[config.mk]
export PLATFORM = sky130hd
export DESIGN_NAME = phys_mem_ctrl_flat
export DESIGN_NICKNAME = d
export VERILOG_FILES = /design/src/rtl/phys_mem_pkg.sv /design/src/rtl/phys_mem_ctrl_if.sv /design/src/rtl/phys_mem_ctrl_fetch_bypass_buf.sv /design/src/rtl/phys_mem_ctrl.sv /design/src/flat_wrapper.sv
export SDC_FILE = /design/constraint.sdc
export NUM_CORES = 1
export LEC_CHECK = 0
export BUFFER_PORTS_ARGS = -buffer_cell sky130_fd_sc_hd__buf_4
export CORE_MARGIN = 1
export CORE_UTILIZATION = 40
export DETAILED_ROUTE_END_ITERATION = 10
export GPL_ROUTABILITY_DRIVEN = 0
export PLACE_DENSITY = 0.73
export SETUP_SLACK_MARGIN = 0.05
export SYNTH_ARGS = -nofsm -noshare
export SYNTH_HDL_FRONTEND = slang
export SYNTH_SLANG_ARGS = --single-unit
[constraint.sdc]
create_clock -name clk -period 1.8 [get_ports clk]
set_input_delay 0.09 -clock clk [delete_from_list [all_inputs] [get_ports clk]]
set_output_delay 0.09 -clock clk [all_outputs]
set_load 0.1 [all_outputs]
[src/rtl/phys_mem_pkg.sv]
// rtl/phys_mem_pkg.sv - shared types and constants for the physical memory controller
package phys_mem_pkg;

    // Access sequencer states
    typedef enum logic [1:0] {
        ST_IDLE   = 2'd0,
        ST_ACCESS = 2'd1,
        ST_DONE   = 2'd2
    } state_t;

    localparam int SRAM_AW_DEFAULT     = 20;
    localparam int WAIT_CYCLES_DEFAULT = 2;

    // Wide enough for the largest legal strobe length (15)
    localparam int WAIT_CNT_W = 4;

    // True when every byte-address bit above the SRAM word range is zero
    function automatic logic addr_in_range(input logic [31:0] addr, input int sram_aw);
        return (addr >> (sram_aw + 2)) == 32'd0;
    endfunction

endpackage

[src/rtl/phys_mem_ctrl_if.sv]
// rtl/phys_mem_ctrl_if.sv - dev_mem request/response bus between the MMU and the controller
interface phys_mem_ctrl_if;

    logic [31:0] dev_mem_addr;
    logic [31:0] dev_mem_data_out;
    logic        dev_mem_is_write;
    logic        opt_is_lw;
    logic [31:0] dev_mem_data_in;
    logic        dev_mem_busy;

    // CPU/MMU side
    modport master (
        output dev_mem_addr,
        output dev_mem_data_out,
        output dev_mem_is_write,
        output opt_is_lw,
        input  dev_mem_data_in,
        input  dev_mem_busy
    );

    // Memory controller side
    modport slave (
        input  dev_mem_addr,
        input  dev_mem_data_out,
        input  dev_mem_is_write,
        input  opt_is_lw,
        output dev_mem_data_in,
        output dev_mem_busy
    );

endinterface

[src/rtl/phys_mem_ctrl_fetch_bypass_buf.sv]
// rtl/phys_mem_ctrl_fetch_bypass_buf.sv - one-entry instruction fetch buffer (used with PHYS_MEM_FETCH_BYPASS_EN)
module fetch_bypass_buf (
    input  logic        clk,
    input  logic        rst,
    input  logic        fill,
    input  logic [29:0] fill_addr,
    input  logic [31:0] fill_data,
    input  logic        inval,
    input  logic [29:0] lookup_addr,
    output logic        hit,
    output logic [31:0] hit_data
);

    logic        valid_q;
    logic [29:0] addr_q;
    logic [31:0] data_q;

    // Entry update: any accepted write kills the entry, a completed fetch refills it
    always_ff @(posedge clk or negedge rst) begin
        if (!rst) begin
            valid_q <= 1'b0;
            addr_q  <= '0;
            data_q  <= '0;
        end else if (inval) begin
            valid_q <= 1'b0;
        end else if (fill) begin
            valid_q <= 1'b1;
            addr_q  <= fill_addr;
            data_q  <= fill_data;
        end
    end

    // Full 30-bit word compare so out-of-range addresses can never alias an entry
    always_comb begin
        hit      = valid_q && (addr_q == lookup_addr);
        hit_data = data_q;
    end

endmodule

[src/rtl/phys_mem_ctrl.sv]
// rtl/phys_mem_ctrl.sv - dev_mem to async SRAM controller; optional fetch buffer via PHYS_MEM_FETCH_BYPASS_EN
module phys_mem_ctrl
    import phys_mem_pkg::*;
#(
    parameter int WAIT_CYCLES = WAIT_CYCLES_DEFAULT,
    parameter int SRAM_AW     = SRAM_AW_DEFAULT
) (
    input  logic               clk,
    input  logic               rst,
    phys_mem_ctrl_if.slave     dev,
    output logic [SRAM_AW-1:0] sram_addr,
    input  logic [31:0]        sram_dq_in,
    output logic [31:0]        sram_dq_out,
    output logic               sram_dq_oe,
    output logic               sram_ce_n,
    output logic               sram_oe_n,
    output logic               sram_we_n
);

    localparam logic [WAIT_CNT_W-1:0] WAIT_LAST = WAIT_CNT_W'(WAIT_CYCLES);

    state_t                  state;
    logic [WAIT_CNT_W-1:0]   cnt;
    logic [SRAM_AW-1:0]      addr_q;
    logic [31:0]             wdata_q;
    logic [31:0]             rdata_q;
    logic                    is_write_q;
    logic                    in_range_q;
    logic                    busy_q;
    logic                    ce_n_q;
    logic                    oe_n_q;
    logic                    we_n_q;
    logic                    dq_oe_q;

    logic                    req_in_range;
    logic                    bypass_hit;
    logic [31:0]             hit_data;
    logic                    access_last;

    assign req_in_range = addr_in_range(dev.dev_mem_addr, SRAM_AW);
    assign access_last  = (state == ST_ACCESS) && (cnt == WAIT_LAST);

`ifdef PHYS_MEM_FETCH_BYPASS_EN
    logic fetch_q;
    logic buf_hit;
    logic buf_fill;
    logic buf_inval;
    logic unused_bits;

    // Only in-range instruction fetches are worth remembering
    assign buf_fill  = access_last && !is_write_q && in_range_q && fetch_q;
    assign buf_inval = (state == ST_IDLE) && dev.dev_mem_is_write;

    fetch_bypass_buf u_fetch_buf (
        .clk         (clk),
        .rst         (rst),
        .fill        (buf_fill),
        .fill_addr   (30'(addr_q)),
        .fill_data   (sram_dq_in),
        .inval       (buf_inval),
        .lookup_addr (dev.dev_mem_addr[31:2]),
        .hit         (buf_hit),
        .hit_data    (hit_data)
    );

    assign bypass_hit  = (state == ST_IDLE) && !dev.dev_mem_is_write && !dev.opt_is_lw && buf_hit;
    assign unused_bits = ^dev.dev_mem_addr[1:0];
`else
    logic unused_bits;

    assign bypass_hit  = 1'b0;
    assign hit_data    = 32'h0;
    assign unused_bits = ^{dev.dev_mem_addr[1:0], dev.opt_is_lw};
`endif

    // Access sequencer: every output is a register so SRAM strobes are glitch-free
    always_ff @(posedge clk or negedge rst) begin
        if (!rst) begin
            state      <= ST_IDLE;
            cnt        <= '0;
            addr_q     <= '0;
            wdata_q    <= '0;
            rdata_q    <= '0;
            is_write_q <= 1'b0;
            in_range_q <= 1'b0;
            busy_q     <= 1'b1;
            ce_n_q     <= 1'b1;
            oe_n_q     <= 1'b1;
            we_n_q     <= 1'b1;
            dq_oe_q    <= 1'b0;
`ifdef PHYS_MEM_FETCH_BYPASS_EN
            fetch_q    <= 1'b0;
`endif
        end else begin
            case (state)
                ST_IDLE: begin
                    // A request is always present here, so IDLE lasts exactly one cycle
                    cnt        <= '0;
                    is_write_q <= dev.dev_mem_is_write;
                    in_range_q <= req_in_range;
`ifdef PHYS_MEM_FETCH_BYPASS_EN
                    fetch_q    <= !dev.opt_is_lw;
`endif
                    if (bypass_hit) begin
                        state   <= ST_DONE;
                        busy_q  <= 1'b0;
                        rdata_q <= hit_data;
                    end else begin
                        state <= ST_ACCESS;
                        // Out-of-range requests still walk through ACCESS, strobes idle
                        if (req_in_range) begin
                            addr_q  <= dev.dev_mem_addr[SRAM_AW+1:2];
                            wdata_q <= dev.dev_mem_data_out;
                            ce_n_q  <= 1'b0;
                            oe_n_q  <= dev.dev_mem_is_write;
                            dq_oe_q <= dev.dev_mem_is_write;
                        end
                    end
                end

                ST_ACCESS: begin
                    cnt <= cnt + 1'b1;
                    if (cnt == WAIT_LAST) begin
                        state   <= ST_DONE;
                        busy_q  <= 1'b0;
                        ce_n_q  <= 1'b1;
                        oe_n_q  <= 1'b1;
                        we_n_q  <= 1'b1;
                        dq_oe_q <= 1'b0;
                        if (!is_write_q) begin
                            rdata_q <= in_range_q ? sram_dq_in : 32'h0;
                        end
                    end else if (in_range_q && is_write_q) begin
                        // First ACCESS cycle is address setup; WE follows from the second
                        we_n_q <= 1'b0;
                    end
                end

                ST_DONE: begin
                    state  <= ST_IDLE;
                    busy_q <= 1'b1;
                end

                default: begin
                    state  <= ST_IDLE;
                    busy_q <= 1'b1;
                end
            endcase
        end
    end

    assign dev.dev_mem_busy    = busy_q;
    assign dev.dev_mem_data_in = rdata_q;
    assign sram_addr           = addr_q;
    assign sram_dq_out         = wdata_q;
    assign sram_dq_oe          = dq_oe_q;
    assign sram_ce_n           = ce_n_q;
    assign sram_oe_n           = oe_n_q;
    assign sram_we_n           = we_n_q;

endmodule

[src/flat_wrapper.sv]
// flat-port wrapper written by rule: the top's interface ports become plain ports
module phys_mem_ctrl_flat import phys_mem_pkg::*;
#(
    parameter int WAIT_CYCLES = WAIT_CYCLES_DEFAULT,
    parameter int SRAM_AW     = SRAM_AW_DEFAULT
)
  (clk, rst, sram_addr, sram_dq_in, sram_dq_out, sram_dq_oe, sram_ce_n, sram_oe_n, sram_we_n, dev_dev_mem_addr, dev_dev_mem_data_out, dev_dev_mem_is_write, dev_opt_is_lw, dev_dev_mem_data_in, dev_dev_mem_busy);
  phys_mem_ctrl_if dev_i ();
  input  logic clk;
  input  logic rst;
  output logic [SRAM_AW-1:0] sram_addr;
  input  logic [31:0] sram_dq_in;
  output logic [31:0] sram_dq_out;
  output logic sram_dq_oe;
  output logic sram_ce_n;
  output logic sram_oe_n;
  output logic sram_we_n;
  input wire logic [$bits(dev_i.dev_mem_addr)-1:0] dev_dev_mem_addr;
  input wire logic [$bits(dev_i.dev_mem_data_out)-1:0] dev_dev_mem_data_out;
  input wire logic [$bits(dev_i.dev_mem_is_write)-1:0] dev_dev_mem_is_write;
  input wire logic [$bits(dev_i.opt_is_lw)-1:0] dev_opt_is_lw;
  output wire logic [$bits(dev_i.dev_mem_data_in)-1:0] dev_dev_mem_data_in;
  output wire logic [$bits(dev_i.dev_mem_busy)-1:0] dev_dev_mem_busy;
  assign dev_i.dev_mem_addr = dev_dev_mem_addr;
  assign dev_i.dev_mem_data_out = dev_dev_mem_data_out;
  assign dev_i.dev_mem_is_write = dev_dev_mem_is_write;
  assign dev_i.opt_is_lw = dev_opt_is_lw;
  assign dev_dev_mem_data_in = dev_i.dev_mem_data_in;
  assign dev_dev_mem_busy = dev_i.dev_mem_busy;
  phys_mem_ctrl #(.WAIT_CYCLES(WAIT_CYCLES), .SRAM_AW(SRAM_AW)) u_core (.clk(clk), .rst(rst), .dev(dev_i), .sram_addr(sram_addr), .sram_dq_in(sram_dq_in), .sram_dq_out(sram_dq_out), .sram_dq_oe(sram_dq_oe), .sram_ce_n(sram_ce_n), .sram_oe_n(sram_oe_n), .sram_we_n(sram_we_n));
endmodule
* Word-level counts from Yosys, hierarchy flattened
Cells that the tools add are included.
Widths: inputs -> output; s select.
** Operators by class
- Multiplexer cells :: 14
- Bitwise operators :: 2
- Reduce and logical (&&, ||, !) cells :: 10
- Equal/unequal tests :: 4
- Add/sub/neg operators :: 1
** Operators by type and width (number)
- $logic_not 32->1 :: 1
- $mux 32 :: 1
- $pmux 1 s2 :: 4
- $pmux 4 s2 :: 1
- $mux 1 :: 6
- $reduce_and 2->1 :: 3
- $reduce_and 3->1 :: 2
- $add 4x1->4 const B :: 1
- $eq 4x2->1 const B :: 1
- $pmux 2 s2 :: 1
- $reduce_bool 2->1 :: 2
- $eq 2x1->1 const B :: 1
- $logic_not 2->1 :: 1
- $mux 2 :: 1
- $ne 2x1->1 const B :: 1
- $ne 2x2->1 const B :: 1
- $not 1->1 :: 2
- $logic_and 1x1->1 :: 1
** Word-level totals
- Register bits after elaboration :: 97
- Logic and storage cells :: 43

* Depth between registers and ports, before layout
- Depth after elaboration :: 3
- Depth in mapped cells :: 6
- Mapped depth without buffers :: 5

* Least setup slack after synthesis
OpenSTA, ideal clock, no wires.
- Path type :: register to register
- From :: register u_core.cnt[0]
- To :: register u_core.rdata_q[0] (netlist: u_core.dev.dev_mem_data_in[0])
- Clock period less this slack :: 1690 ps
- Path slack :: 110 ps
- Setup time :: 79 ps
- Path buffers :: 1
- Cell stages (with the launch flop) :: 7
- Arrival :: 1611 ps
- Cells stage by stage :: dfrtp_1 > inv_1 > ha_1 > or3b_4 > nor3_4 > buf_6 > mux2i_1
** On the way
- Word-level cells in the longest chain between the ends :: 2
** Ends and longest elaborated chain
- from (decl) :: RTL line phys_mem_ctrl.sv:23 : logic [WAIT_CNT_W-1:0] cnt;
- from (signal assigned) :: RTL line phys_mem_ctrl.sv:122 : cnt <= cnt + 1'b1;
- $eq 4x2->1
- $reduce_and 3->1 (no line)
- to (signal assigned) :: RTL line phys_mem_ctrl.sv:107 : rdata_q <= hit_data;
- to (signal assigned) :: RTL line phys_mem_ctrl.sv:131 : rdata_q <= in_range_q ? sram_dq_in : 32'h0;
- to (decl) :: RTL line phys_mem_ctrl.sv:26 : logic [31:0] rdata_q;
No other way between the ends.
A chain may end at the register's enable or synchronous reset.

* Worst setup path after layout
- From :: register u_core.cnt[0]
- To :: register u_core.rdata_q[8] (netlist: u_core.dev.dev_mem_data_in[8])
The elaborated chain is that of the path after synthesis.

==> summary.md <==
* initial detailed-routing violation count: 50
* Port Buffer Count: 185
* family with the most delay on the worst path: simple AND/OR/NAND/NOR gates
* commonest cells after routing, fill and taps aside: sky130_fd_sc_hd__buf_4 (193), sky130_fd_sc_hd__dfrtp_1 (93), sky130_fd_sc_hd__dlygate4sd3_1 (85), sky130_fd_sc_hd__mux2_2 (55), sky130_fd_sc_hd__nand2_1 (37)
* most area-hungry cell type in the Yosys netlist: sky130_fd_sc_hd__dfrtp_1
* Clock H-tree levels: 3
* core region area: 9420 µm²
* Antenna Diode Count: 0
* final count of hold timing violations: 0
* worst reg2reg startpoint: u_core.cnt[0]
* run status: complete, no violations
* Syn Inst Count: 301
* fmax: 559 MHz
* share of the yosys chip area belonging to registers: 61.5%
* fin util: 70.7%
* Slew headroom: 78.5%
* total half-perimeter wirelength after legalization and detailed placement: 6560 µm
* cell chain of the critical path: inv_1 -> ha_2 -> or3b_4 -> nor3_4 -> buf_12 -> clkbuf_16 -> mux2i_1
* power consumption: 3.99 mW
* Finished Layout Cells: 717
* met3 track utilization from global routing: 4.62%
* area share of the largest cell type after synthesis: 58.8%
* leading cell type in the layout, fill and taps excluded: sky130_fd_sc_hd__buf_4
* total die area: 10300 µm²
* Hold Crit Depth: 3
* Post-route DRC: 0
* cts bufs inserted: 9
* Rows: 35
* minimum period implied by the final worst setup slack: 1790 ps
* worst hold path class: in -> reg
* endpoint required time on the critical path: 2070 ps
* met2 capacity usage during global routing: 37.4%
* GRT Overall Usage: 20.9%
* Critical Path End Type: flip-flop
* final number of max-transition violations: 0
* number of cells traversed by the worst register-to-register path: 7
* Setup CP Type: reg -> reg
* dominant combinational cell family by area after synthesis: multiplexers
* yosys synthesis warning count: 0
* Syn Nets: 403
* clock slew seen by the registers of the worst setup and hold paths: 90 ps
* synth top area cells: sky130_fd_sc_hd__dfrtp_1 (59%), sky130_fd_sc_hd__mux2_2 (16%), sky130_fd_sc_hd__mux2i_1 (8.6%)
* hold-critical path endpoint: u_core.dev.dev_mem_data_in[2]
* xor and xnor fraction of the mapped netlist area: 0%
* final clock period utilization by the worst path: 99.3%
* total wire length: 11100 µm
* Max Clock Skew: 13.6 ps
* antenna violations before repair: 0
* portion of netlist area occupied by mux cells: 24.2%
* peak per-stage delay on the critical path: 410 ps
* CTS root buf: sky130_fd_sc_hd__clkbuf_8
* RSZ-0062 raised after global routing: true
* pin count of the biggest net entering global routing: 61
* Max stage delay cell, worst path: sky130_fd_sc_hd__or3b_4
* final-report setup violation count: 0
* startpoint kind of the worst setup timing path: flip-flop
* routed via count: 3279
* pre-CTS worst setup slack: 51.3 ps
* post-detailed-route wirelength per cell: 15.5 µm
* netlist area before placement: 3960 µm²
* met1 layer usage reported by global route: 24.1%
* Worst-Margin Slew: 323 ps
* share of cells above drive strength 1: 47.4%
* vertical die dimension: 101 µm
* I/O pins: 189
* buffer depth of the longest clock path: 2
* number of global-route vias before repair: 3369
* Detail Route Antenna Nets: 0
* Cell Count Post-Placement: 611
* Max IR drop VDD: 419 µV
* relative area change from synthesis to final layout: 68.3%
* average via count per standard cell: 4.57
* number of iterations in the first detailed-routing pass: 4
* Leak Pwr: 3.38 nW
* grt total ovfl: 0
* CTS tree: built
* crit path buf inv count: 3
* # Max-Cap Violations: 0
* Initial Util: 42.0%
* post-synthesis share of cell area spent on and, or, nand and nor gates: 6.07%
* clock net sink count: 97
* share of synthesized cell area in full adder, half adder and majority cells: 0.632%
* compound-cell area share of the yosys netlist: 1.64%
* total of flip-flops plus latches after synthesis: 97
* number of distinct library cells after synthesis: 23
* insertion delay to the later sink of the worst-skew pair: 360 ps
* origin of the worst min-delay path: sram_dq_in[2]
* worst-case register-to-register setup slack: 10 ps
* Max Fanout on Critical Path: 8
* reg2reg end: u_core.dev.dev_mem_data_in[8]
* total negative slack: 0 ps
* fin nets: 685
* minimum setup slack in the final design: 12.1 ps
* Horiz. Die Dim: 101 µm
* post-synthesis average cell area: 13.1 µm²
* power per unit of standard cell area: 599 nW/µm²
* critical path arrival: 2060 ps
* global-route wire length before repair: 16300 µm
* busiest layer in global routing: met2
==> flip-flops by register name (all words and copies together), names as in the netlist <==
| name | count |
|---|---|
| u_core.sram_we_n | 1 |
| u_core.sram_dq_oe | 1 |
| u_core.dev.dev_mem_busy | 1 |
| u_core.sram_ce_n | 1 |
| u_core.sram_oe_n | 1 |
| u_core.sram_dq_out | 32 |
| u_core.cnt | 4 |
| u_core.sram_addr | 20 |
| u_core.state | 2 |
| u_core.in_range_q | 1 |
| u_core.is_write_q | 1 |
| u_core.dev.dev_mem_data_in | 32 |
==> worst min-delay path: cells and delay by family <==
family | cells | cell delay [ps]
buffers and inverters | 1 | 110
and+or+nand+nor | 1 | 60
muxes | 1 | 60
==> cells in the mapped netlist <==
| cell type | n |
|---|---|
| sky130_fd_sc_hd__a21o_1 | 1 |
| sky130_fd_sc_hd__nand3_1 | 1 |
| sky130_fd_sc_hd__nor4_1 | 2 |
| sky130_fd_sc_hd__dfstp_2 | 4 |
| sky130_fd_sc_hd__nor2_1 | 8 |
| sky130_fd_sc_hd__nand4_1 | 1 |
| sky130_fd_sc_hd__mux2i_1 | 34 |
| sky130_fd_sc_hd__nor3_4 | 1 |
| sky130_fd_sc_hd__a22o_1 | 2 |
| sky130_fd_sc_hd__nor3b_1 | 1 |
| sky130_fd_sc_hd__or3b_4 | 1 |
| sky130_fd_sc_hd__nor2b_1 | 1 |
| sky130_fd_sc_hd__a21oi_1 | 2 |
| sky130_fd_sc_hd__inv_1 | 33 |
| sky130_fd_sc_hd__dfrtp_1 | 93 |
| sky130_fd_sc_hd__ha_1 | 2 |
| sky130_fd_sc_hd__buf_6 | 7 |
| sky130_fd_sc_hd__nand2b_1 | 1 |
| sky130_fd_sc_hd__o21ai_0 | 6 |
| sky130_fd_sc_hd__buf_2 | 2 |
| sky130_fd_sc_hd__clkbuf_1 | 6 |
| sky130_fd_sc_hd__nand2_1 | 37 |
| sky130_fd_sc_hd__mux2_2 | 55 |
==> worst max-delay path by stage <==
stage / end / slack, ps / cells past startpoint / start
final: u_core.dev.dev_mem_data_in[8] / 10 / 7 / u_core.cnt[0]
after global routing: u_core.dev.dev_mem_data_in[7] / -70 / 7 / u_core.cnt[0]
after CTS: u_core.dev.dev_mem_data_in[22] / 20 / 6 / u_core.cnt[0]
after detailed placement: u_core.dev.dev_mem_data_in[22] / 50 / 6 / u_core.cnt[0]
after global placement: u_core.dev.dev_mem_data_in[3] / 120 / 6 / u_core.cnt[0]
after floorplan: u_core.dev.dev_mem_data_in[0] / 110 / 6 / u_core.cnt[0]
==> layout make-up <==
class / instances / area, µm²
tap: 129 / 161
timing repair buffer: 286 / 2460
inverter: 33 / 124
clock inverter: 6 / 50.0
clock buffer: 10 / 138
sequential: 97 / 2430
fill: 661 / 2760
multi-input combinational: 156 / 1290
==> routing by layer <==
metal,up-vias,share of wire (%)
met2,124,53
li1,1544,-
met5,-,0
met4,0,3.2
met3,25,4.2
met1,1586,39
==> report_power, final <==
group          switching, mW  total, mW  internal, mW
combinational          0.177      0.454         0.276
clock                  0.783       1.34         0.558
sequential           0.00559       2.19          2.19
==> kinds of logic after synthesis <==
group | Yosys count
flip-flops | 97
multiplexers | 89
AND/OR/NAND/NOR | 54
buffers and inverters | 48
AO/OA/AOI/OAI | 11
adder cells (fa/ha/maj) | 2
==> what timing repair did <==
action | in CTS | in global routing
resized for setup | 0 | 1
hold buffers | 85 | 0
endpoints found under the hold margin | 178 | 0
gates cloned | 0 | 3
setup endpoints to repair | 12 | 32
pin swaps | 0 | 0
buffers inserted | 0 | 2
==> through the flow <==
step	area, µm²	hold WS [ps]
CTS	6570	0.183
finish	6660	16.8
floorplan	3960	-206
global placement	5530	91.0
detailed placement	5530	90.5
global route	6660	14.4
No activity file was read; power rests on OpenSTA's default activity.
